--- src/rtl/fb_port_a_arbiter.sv ---
// Purpose: owns framebuffer port A and shares it between req0 (UART loader),
//          req1 (debugger poke) and an internal clear engine that fills 0..CLEAR_LAST.
// Latency: an accepted write is on the ram_* outputs one cycle after acceptance.
// Backpressure: combinational ready. req0 gets at most MAX_BURST back-to-back grants
//               while req1 waits. A clear sweep holds both readys low until it ends.
// Ports: clk_in, reset (synchronous, active-low); req0_*/req1_* valid/ready write requests;
//        clear_start/clear_value/clear_busy for the clear engine; ram_* to multimem port A;
//        grant_owner gives the source of the write on the RAM outputs (0 none, 1 req0, 2 req1, 3 clear).
// Optional: define FB_ARB_STATS_EN to add the write_count and starve_events counters.
module fb_port_a_arbiter #(
    parameter int unsigned           ADDR_WIDTH = 12,
    parameter int unsigned           DATA_WIDTH = 8,
    parameter logic [ADDR_WIDTH-1:0] CLEAR_LAST = 12'd4095,
    parameter logic [3:0]            MAX_BURST  = 4'd8
) (
    input  logic                  clk_in,
    input  logic                  reset,
    input  logic                  req0_valid,
    input  logic [ADDR_WIDTH-1:0] req0_addr,
    input  logic [DATA_WIDTH-1:0] req0_data,
    output logic                  req0_ready,
    input  logic                  req1_valid,
    input  logic [ADDR_WIDTH-1:0] req1_addr,
    input  logic [DATA_WIDTH-1:0] req1_data,
    output logic                  req1_ready,
    input  logic                  clear_start,
    input  logic [DATA_WIDTH-1:0] clear_value,
    output logic                  clear_busy,
    output logic [1:0]            grant_owner,
    output logic [ADDR_WIDTH-1:0] ram_address,
    output logic [DATA_WIDTH-1:0] ram_data_out,
    output logic                  ram_write_enable,
    output logic                  ram_clk_enable
`ifdef FB_ARB_STATS_EN
    ,
    output logic [15:0]           write_count,
    output logic [7:0]            starve_events
`endif
);

    typedef enum logic {ST_IDLE = 1'b0, ST_CLEAR = 1'b1} state_e;

    localparam logic [1:0] OWN_NONE  = 2'd0;
    localparam logic [1:0] OWN_REQ0  = 2'd1;
    localparam logic [1:0] OWN_REQ1  = 2'd2;
    localparam logic [1:0] OWN_CLEAR = 2'd3;

    state_e                state_q, state_d;
    logic [3:0]            burst_q, burst_d;
    logic [ADDR_WIDTH-1:0] clr_addr_q, clr_addr_d;   // next sweep address to issue
    logic [DATA_WIDTH-1:0] clr_val_q, clr_val_d;

    logic [ADDR_WIDTH-1:0] ram_address_q;
    logic [DATA_WIDTH-1:0] ram_data_q;
    logic                  ram_we_q;
    logic [1:0]            owner_q;
    logic                  clear_busy_q;

    logic                  grant0, grant1, forced1, clr_wr, wr_issue;
    logic [ADDR_WIDTH-1:0] clr_wr_addr;
    logic [DATA_WIDTH-1:0] clr_wr_data;

    always_comb begin
        state_d     = state_q;
        burst_d     = burst_q;
        clr_addr_d  = clr_addr_q;
        clr_val_d   = clr_val_q;
        grant0      = 1'b0;
        grant1      = 1'b0;
        forced1     = 1'b0;
        clr_wr      = 1'b0;
        clr_wr_addr = clr_addr_q;
        clr_wr_data = clr_val_q;

        case (state_q)
            ST_IDLE: begin
                if (clear_start) begin
                    // Address 0 is issued on the accepting edge so the first
                    // fill write lands one cycle after acceptance.
                    clr_wr      = 1'b1;
                    clr_wr_addr = '0;
                    clr_wr_data = clear_value;
                    clr_val_d   = clear_value;
                    if (CLEAR_LAST != '0) begin
                        state_d    = ST_CLEAR;
                        clr_addr_d = ADDR_WIDTH'(1);
                    end
                end else if (req0_valid && req1_valid) begin
                    if (burst_q < MAX_BURST) begin
                        grant0  = 1'b1;
                        burst_d = burst_q + 4'd1;
                    end else begin
                        grant1  = 1'b1;
                        forced1 = 1'b1;
                    end
                end else if (req0_valid) begin
                    grant0 = 1'b1;
                end else if (req1_valid) begin
                    grant1 = 1'b1;
                end
            end
            ST_CLEAR: begin
                clr_wr = 1'b1;
                if (clr_addr_q == CLEAR_LAST) begin
                    state_d = ST_IDLE;
                end else begin
                    clr_addr_d = clr_addr_q + ADDR_WIDTH'(1);
                end
            end
            default: state_d = ST_IDLE;
        endcase

        // The burst window only measures how long req1 has been kept waiting.
        if (!req1_valid || grant1) begin
            burst_d = '0;
        end
    end

    assign wr_issue   = clr_wr | grant0 | grant1;
    assign req0_ready = reset & grant0;
    assign req1_ready = reset & grant1;

    always_ff @(posedge clk_in) begin
        if (!reset) begin
            state_q       <= ST_IDLE;
            burst_q       <= '0;
            clr_addr_q    <= '0;
            clr_val_q     <= '0;
            ram_address_q <= '0;
            ram_data_q    <= '0;
            ram_we_q      <= 1'b0;
            owner_q       <= OWN_NONE;
            clear_busy_q  <= 1'b0;
        end else begin
            state_q      <= state_d;
            burst_q      <= burst_d;
            clr_addr_q   <= clr_addr_d;
            clr_val_q    <= clr_val_d;
            ram_we_q     <= wr_issue;
            clear_busy_q <= clr_wr;
            // Address and data hold their last values on idle cycles.
            if (clr_wr) begin
                ram_address_q <= clr_wr_addr;
                ram_data_q    <= clr_wr_data;
                owner_q       <= OWN_CLEAR;
            end else if (grant0) begin
                ram_address_q <= req0_addr;
                ram_data_q    <= req0_data;
                owner_q       <= OWN_REQ0;
            end else if (grant1) begin
                ram_address_q <= req1_addr;
                ram_data_q    <= req1_data;
                owner_q       <= OWN_REQ1;
            end else begin
                owner_q       <= OWN_NONE;
            end
        end
    end

    assign ram_address      = ram_address_q;
    assign ram_data_out     = ram_data_q;
    assign ram_write_enable = ram_we_q;
    assign ram_clk_enable   = ram_we_q;
    assign grant_owner      = owner_q;
    assign clear_busy       = clear_busy_q;

`ifdef FB_ARB_STATS_EN
    logic [15:0] write_count_q;
    logic [7:0]  starve_q;

    // Counted on the issuing edge so write_count tracks the writes already on the RAM outputs.
    always_ff @(posedge clk_in) begin
        if (!reset) begin
            write_count_q <= '0;
            starve_q      <= '0;
        end else begin
            if (wr_issue) begin
                write_count_q <= write_count_q + 16'd1;
            end
            if (forced1 && (starve_q != 8'hFF)) begin
                starve_q <= starve_q + 8'd1;
            end
        end
    end

    assign write_count   = write_count_q;
    assign starve_events = starve_q;
`endif

endmodule

--- config.mk ---
export PLATFORM = sky130hd
export DESIGN_NAME = fb_port_a_arbiter
export DESIGN_NICKNAME = d
export VERILOG_FILES = /design/src/rtl/fb_port_a_arbiter.sv
export SDC_FILE = /design/constraint.sdc
export NUM_CORES = 1
export LEC_CHECK = 0
export ABC_CLOCK_PERIOD_IN_PS = 3500
export CORE_MARGIN = 10
export CORE_UTILIZATION = 30
export DETAILED_ROUTE_END_ITERATION = 7
export GPL_TIMING_DRIVEN = 0
export MAX_ROUTING_LAYER = met4
export PLACE_DENSITY_LB_ADDON = 0.3
export SETUP_SLACK_MARGIN = 0.15
export SLEW_MARGIN = 15
export SYNTH_ARGS = -nofsm -noshare
export SYNTH_HDL_FRONTEND = slang
export SYNTH_SLANG_ARGS = --single-unit
--- constraint.sdc ---
create_clock -name clk_in -period 3.5 [get_ports clk_in]
set_input_delay 0.7 -clock clk_in [delete_from_list [all_inputs] [get_ports clk_in]]
set_output_delay 0.7 -clock clk_in [all_outputs]
set_load 0.05 [all_outputs]
* Word level (Yosys, flattened, before mapping)
Index checks and enable logic that the tools add are counted.
Word-level totals: bits in read-only memories 0, bits in registers 49, bits in latches 0, memories kept 0, logic and storage cells 60, bits in writable memories 0
Cells by class: magnitude comparators 1, muxes and demuxes 31, bitwise gates (word level) 7, shift operators 0, eq/ne operators 3, div/mod/pow operators 0, add/subtract/negate cells 2, reductions and logical operators 7, $mul 0
Operators by type and width (number):
- 12-bit two-way mux | 7
- 8-bit two-way mux | 5
- 12-bit case mux with 2 select lines | 1
- 1-bit two-way mux | 13
- 12-bit by 1-bit adder with 12-bit output (second input constant) | 1
- 12-bit == test (second input constant) | 1
- 2-bit two-way mux | 3
- 4-bit by 1-bit adder with 4-bit output (second input constant) | 1
- 4-bit < comparator (second input constant) | 1
- 2-bit != test (second input constant) | 2
- 1-bit case mux with 2 select lines | 2
- 4-bit AND reduction | 1
- 1-bit inverter | 3
- 3-bit nonzero test | 1
- 1-bit AND | 2
- 1-bit bitwise OR | 2
- 2-bit AND reduction | 1
- 2-bit OR reduction | 1
- 1-bit logical AND | 1
- 1-bit zero test | 1
- 1-bit logical OR | 1

* Logic depth before layout (Yosys ltp)
Gate-level depths: netlist of run 1.
depth in word-level cells 8, depth in mapped cells 7, gate-level depth less buffers 5

* Least setup slack after synthesis of run 1
No wires, ideal clock.
path kind input -> output, start point in clear_start, end point out req1_ready, arrival time 2.377 ns, cell stages on the path 4, path slack 0.423 ns, cell sequence or2_1 -> buf_6 -> buf_6 -> nor3b_1
Between the ends: cells in the longest elaborated chain, start to end 3
Ends and longest elaborated chain:
- start, declared | line 26 | input logic clear_start,
- 1-bit two-way mux | line 77 | if (clear_start) begin
- 1-bit two-way mux | line 75 | case (state_q)
- 1-bit AND | line 121 | assign req1_ready = reset & grant1;
- end, declared | line 25 | output logic req1_ready,
Every way passes these cells.

* Final worst setup path of run 1
start point in req0_valid, end point out req0_ready
Between the ends: cells in the longest elaborated chain, start to end 5, elaborated cells between the ends (all ways) 6, classes of those cells 4 x mux; 1 x bitwise; 1 x reduce/logical
Ends and longest elaborated chain:
- start, declared | line 18 | input logic req0_valid,
- 1-bit two-way mux / 1-bit logical AND (equally long branches) | line 96, 88
- 1-bit two-way mux (*) | line 88 | end else if (req0_valid && req1_valid) begin
- 1-bit two-way mux (*) | line 77
- 1-bit two-way mux (*) | line 75
- 1-bit AND (*) | line 120 | assign req0_ready = reset & grant0;
- end, declared | line 21 | output logic req0_ready,
Mark *: on every way between the ends. The rest lies on a longest branch, timed or not.

==> results of run 1 <==
==> critical path: cells and delay by family <==
kind	cells	cell delay [ps]
AND/OR/NAND/NOR	1	190
AO/OA/AOI/OAI	1	380
buffers and inverters	3	1100
==> cell usage in the layout, fill, tap and decap left out, types with 2 or more instances in the layout <==
master / instances
clkbuf_2: 2
ha_1: 2
o31ai_1: 5
nand3_1: 9
buf_2: 2
dfxtp_1: 49
a221oi_1: 10
nand4_1: 6
nor2_1: 19
a21boi_1: 3
mux2_2: 16
buf_4: 3
and3_1: 2
a21boi_0: 5
clkbuf_1: 7
nor2b_1: 8
o21ai_0: 12
nand2_1: 27
nand2b_1: 4
clkdlybuf4s50_1: 76
and4_1: 2
a31oi_1: 2
mux2i_1: 4
or4_1: 2
nor3_1: 2
a222oi_1: 4
clkbuf_8: 6
and2_1: 6
a21oi_1: 11
o21ai_1: 8
or3_1: 7
o211ai_1: 2
inv_1: 2
a211oi_1: 4
nor3b_1: 2
buf_6: 6
==> routing by layer <==
metal	share of wire	track usage	vias to the layer above	wire length, um
met5	0	-	-	0
met1	0.46	0.165	1094	3560
met3	0.067	0.0304	11	518
li1	-	-	1150	-
met2	0.45	0.211	85	3500
met4	0.022	0.0446	0	169
==> final cells by class <==
cell class / count / share of cell area
repair buffers: 78 / 0.226
well taps: 102 / 0.0374
flip-flops and latches: 49 / 0.287
multi-input cells: 196 / 0.378
clock inverters: 1 / 0.00879
clock buffers: 7 / 0.0253
inverters: 2 / 0.00220
plain buffers: 17 / 0.0359
==> cell families (layout without fill, tap and decap cells) <==
logic type | Yosys count | count (layout)
and+or+nand+nor | 102 | 102
muxes | 20 | 20
buffers and inverters | 19 | 105
DFF | 49 | 49
adders and majority gates | 2 | 2
AOI/OAI and AO/OA | 71 | 71
xor gates and xnor gates | 1 | 1
==> path summary, 6_finish.rpt <==
| check | cells after the start | endpoint | start | slack (ps) |
|---|---|---|---|---|
| setup / recovery | 5 | req0_ready | req0_valid | 420 |
| hold / removal | 2 | ram_data_out[4] | ram_data_out[4] | 460 |
| setup reg to reg | 6 | clr_addr_q[0] | clr_addr_q[1] | 1560 |
| hold reg to reg | 2 | ram_data_out[4] | ram_data_out[4] | 460 |
==> registers in the layout, indices dropped and copies added (netlist names) <==
name,flops
ram_clk_enable,1
state_q,1
grant_owner,2
clr_addr_q,12
ram_address,12
ram_data_out,8
burst_q,4
clr_val_q,8
clear_busy,1
==> stage by stage <==
stage          area, sq um  setup TNS, ps   util
6_report              3420              0  0.440
5_1_grt               3420              0  0.440
4_1_cts               3420              0  0.441
3_5_place_dp          3310           -204  0.426
3_3_place_gp          3310           -243  0.426
2_1_floorplan         2400              0      -
==> report_power, final <==
part	switching, uW	internal (uW)
combinational	170	142
sequential	14.9	585
clock	192	233
total	377	960
==> metrics.csv, run 1 <==
stage,metric,value,unit
run_status,run_status,"finished, final reports clean",
flow_run,maxCapViolCount,0,
floorplan,initial_core_util,0.309,
logic_synthesis,synth_adder_area_share,0.0104,
timing,setup_viol,0,
floorplan,core-area,7770,sq um
worst_setup_path,end_kind,output port,
final_layout,nFillCells,782,
detailed_routing,first_pass_iters,5,
logic_synthesis,synth-simple-area-share,0.227,
floorplan,die-area,12000,sq um
clock_network,clk_latency,310,ps
timing,hold_violations,0,
worst_setup_path,slowest_delay,600,ps
placement,port_buffers,78,
global_routing,grt_pass1_wl,12.4,mm
timing,fmax,324,MHz
worst_setup_path,cp_cell_sequence,clkdlybuf4s50_1 > a21boi_4 > buf_6 > and3_1 > clkbuf_2,
clock_network,post-cts-setup-buffers,0,
clock_network,hold_buffers,0,
final_layout,antenna_cells,0,
worst_hold_path,min_path_type,flop to flop,
power_and_ir_drop,power.density,392,nW/um^2
final_layout,multi_input_area,1290,sq um
logic_synthesis,synth_compound_area_frac,0.204,
clock_network,cts-root-buf,clkbuf_8,
worst_setup_path,path_class,input port to output port,
floorplan,die_width,109,um
final_layout,drive_above_1_share,0.117,
timing,whs,464,ps
logic_synthesis,yosys_warnings,0,
worst_setup_path,cp_data_required_time,2800,ps
logic_synthesis,yosysMostFrequentCell,dfxtp_1,
detailed_routing,drc,0,
logic_synthesis,ys_seq_area_frac,0.409,
logic_synthesis,synth-seq-cells,49,
final_layout,fin_nets,404,
global_routing,first_global_vias,2389,
clock_network,numCtsBuffers,5,
clock_network,cts_buffer_depth,2,
clock_network,path_clk_slew,90,ps
timing,skew,9.16,ps
final_layout,register_area,981,sq um
clock_network,clkSinkCount,49,
timing,rsz0062_at_grt,false,
clock_network,ctsResizeCount,2,
power_and_ir_drop,max-vdd-ir-drop,0.140,mV
detailed_routing,first_iter_violations,239,
clock_network,htree_levels,2,
logic_synthesis,synth_edf_count,0,
floorplan,io-pin-count,80,
floorplan,rows,32,
logic_synthesis,netlist_top_cells_count,"dfxtp_1, nand2_1, nor2_1",
logic_synthesis,ys_types,45,
logic_synthesis,synth_top_cells_by_area,"dfxtp_1, mux2_2, nand2_1, a221oi_1, nor2_1",
timing,setup_ws,418,ps
global_routing,grt_max_degree,15,
timing,worstMarginPinSlew,621,ps
detailed_routing,detail-route-antenna-nets,0,
global_routing,overflow,0,
logic_synthesis,synth.area.mux_share,0.0917,
final_layout,synthToLayoutAreaGrowth,42.3,%
timing,fin_crit,3080,ps
logic_synthesis,synth_top_area_cell,dfxtp_1,
power_and_ir_drop,power.total,1340,uW
global_routing,antenna_found_initial,0,
floorplan,die_y,109,um
logic_synthesis,ys_async_sr_fraction,0,
timing,finalCritPeriodShare,0.881,
placement,dp_hpwl,5.90,mm
worst_setup_path,slowest_stage,clkdlybuf4s50_1,
power_and_ir_drop,p_leak,0.00120,uW
placement,place.gp.congestion,0.931,
timing,max_slew_margin,0.583,
placement,post-place-cells,444,
detailed_routing,routedWlPerCell,17.1,um
logic_synthesis,yosys.area.top_type_share,0.409,
timing,maxSlewViolCount,0,
global_routing,grt_usage,0.134,
logic_synthesis,syn-num-nets,319,
detailed_routing,via_per_inst,5.18,
placement,post-place-ws,-138,ps
logic_synthesis,synth_xor_area_frac,0.00365,
logic_synthesis,synth_top_family_by_area,simple AND/OR/NAND/NOR gates,
logic_synthesis,syn_area,2400,sq um
logic_synthesis,syn_inst,264,
detailed_routing,vias,2340,
final_layout,finalNonFillerCells,452,
logic_synthesis,postSynthAreaPerCell,9.09,sq um
logic_synthesis,synth_ff_type,dfxtp_1,
clock_network,cts_tree,done,
worst_setup_path,crit_path_max_fanout,10,
worst_setup_path,arrival,2380,ps
detailed_routing,drt_wl_total,7.75,mm
worst_setup_path,cp-start-kind,input port,
Power figures use the tool's default switching activity.
==> inputs of run 2 (changes only) <==
--- a/config.mk
+++ b/config.mk
@@ -6,6 +6,7 @@
 export NUM_CORES = 1
 export LEC_CHECK = 0
 export ABC_CLOCK_PERIOD_IN_PS = 3500
+export CAP_MARGIN = 10
 export CORE_MARGIN = 10
 export CORE_UTILIZATION = 30
 export DETAILED_ROUTE_END_ITERATION = 7
@@ -13,7 +14,6 @@
 export MAX_ROUTING_LAYER = met4
 export PLACE_DENSITY_LB_ADDON = 0.3
 export SETUP_SLACK_MARGIN = 0.15
-export SLEW_MARGIN = 15
 export SYNTH_ARGS = -nofsm -noshare
 export SYNTH_HDL_FRONTEND = slang
 export SYNTH_SLANG_ARGS = --single-unit
==> results of run 2 <==
Final layout, timing and power as in run 1 (identical DEF).
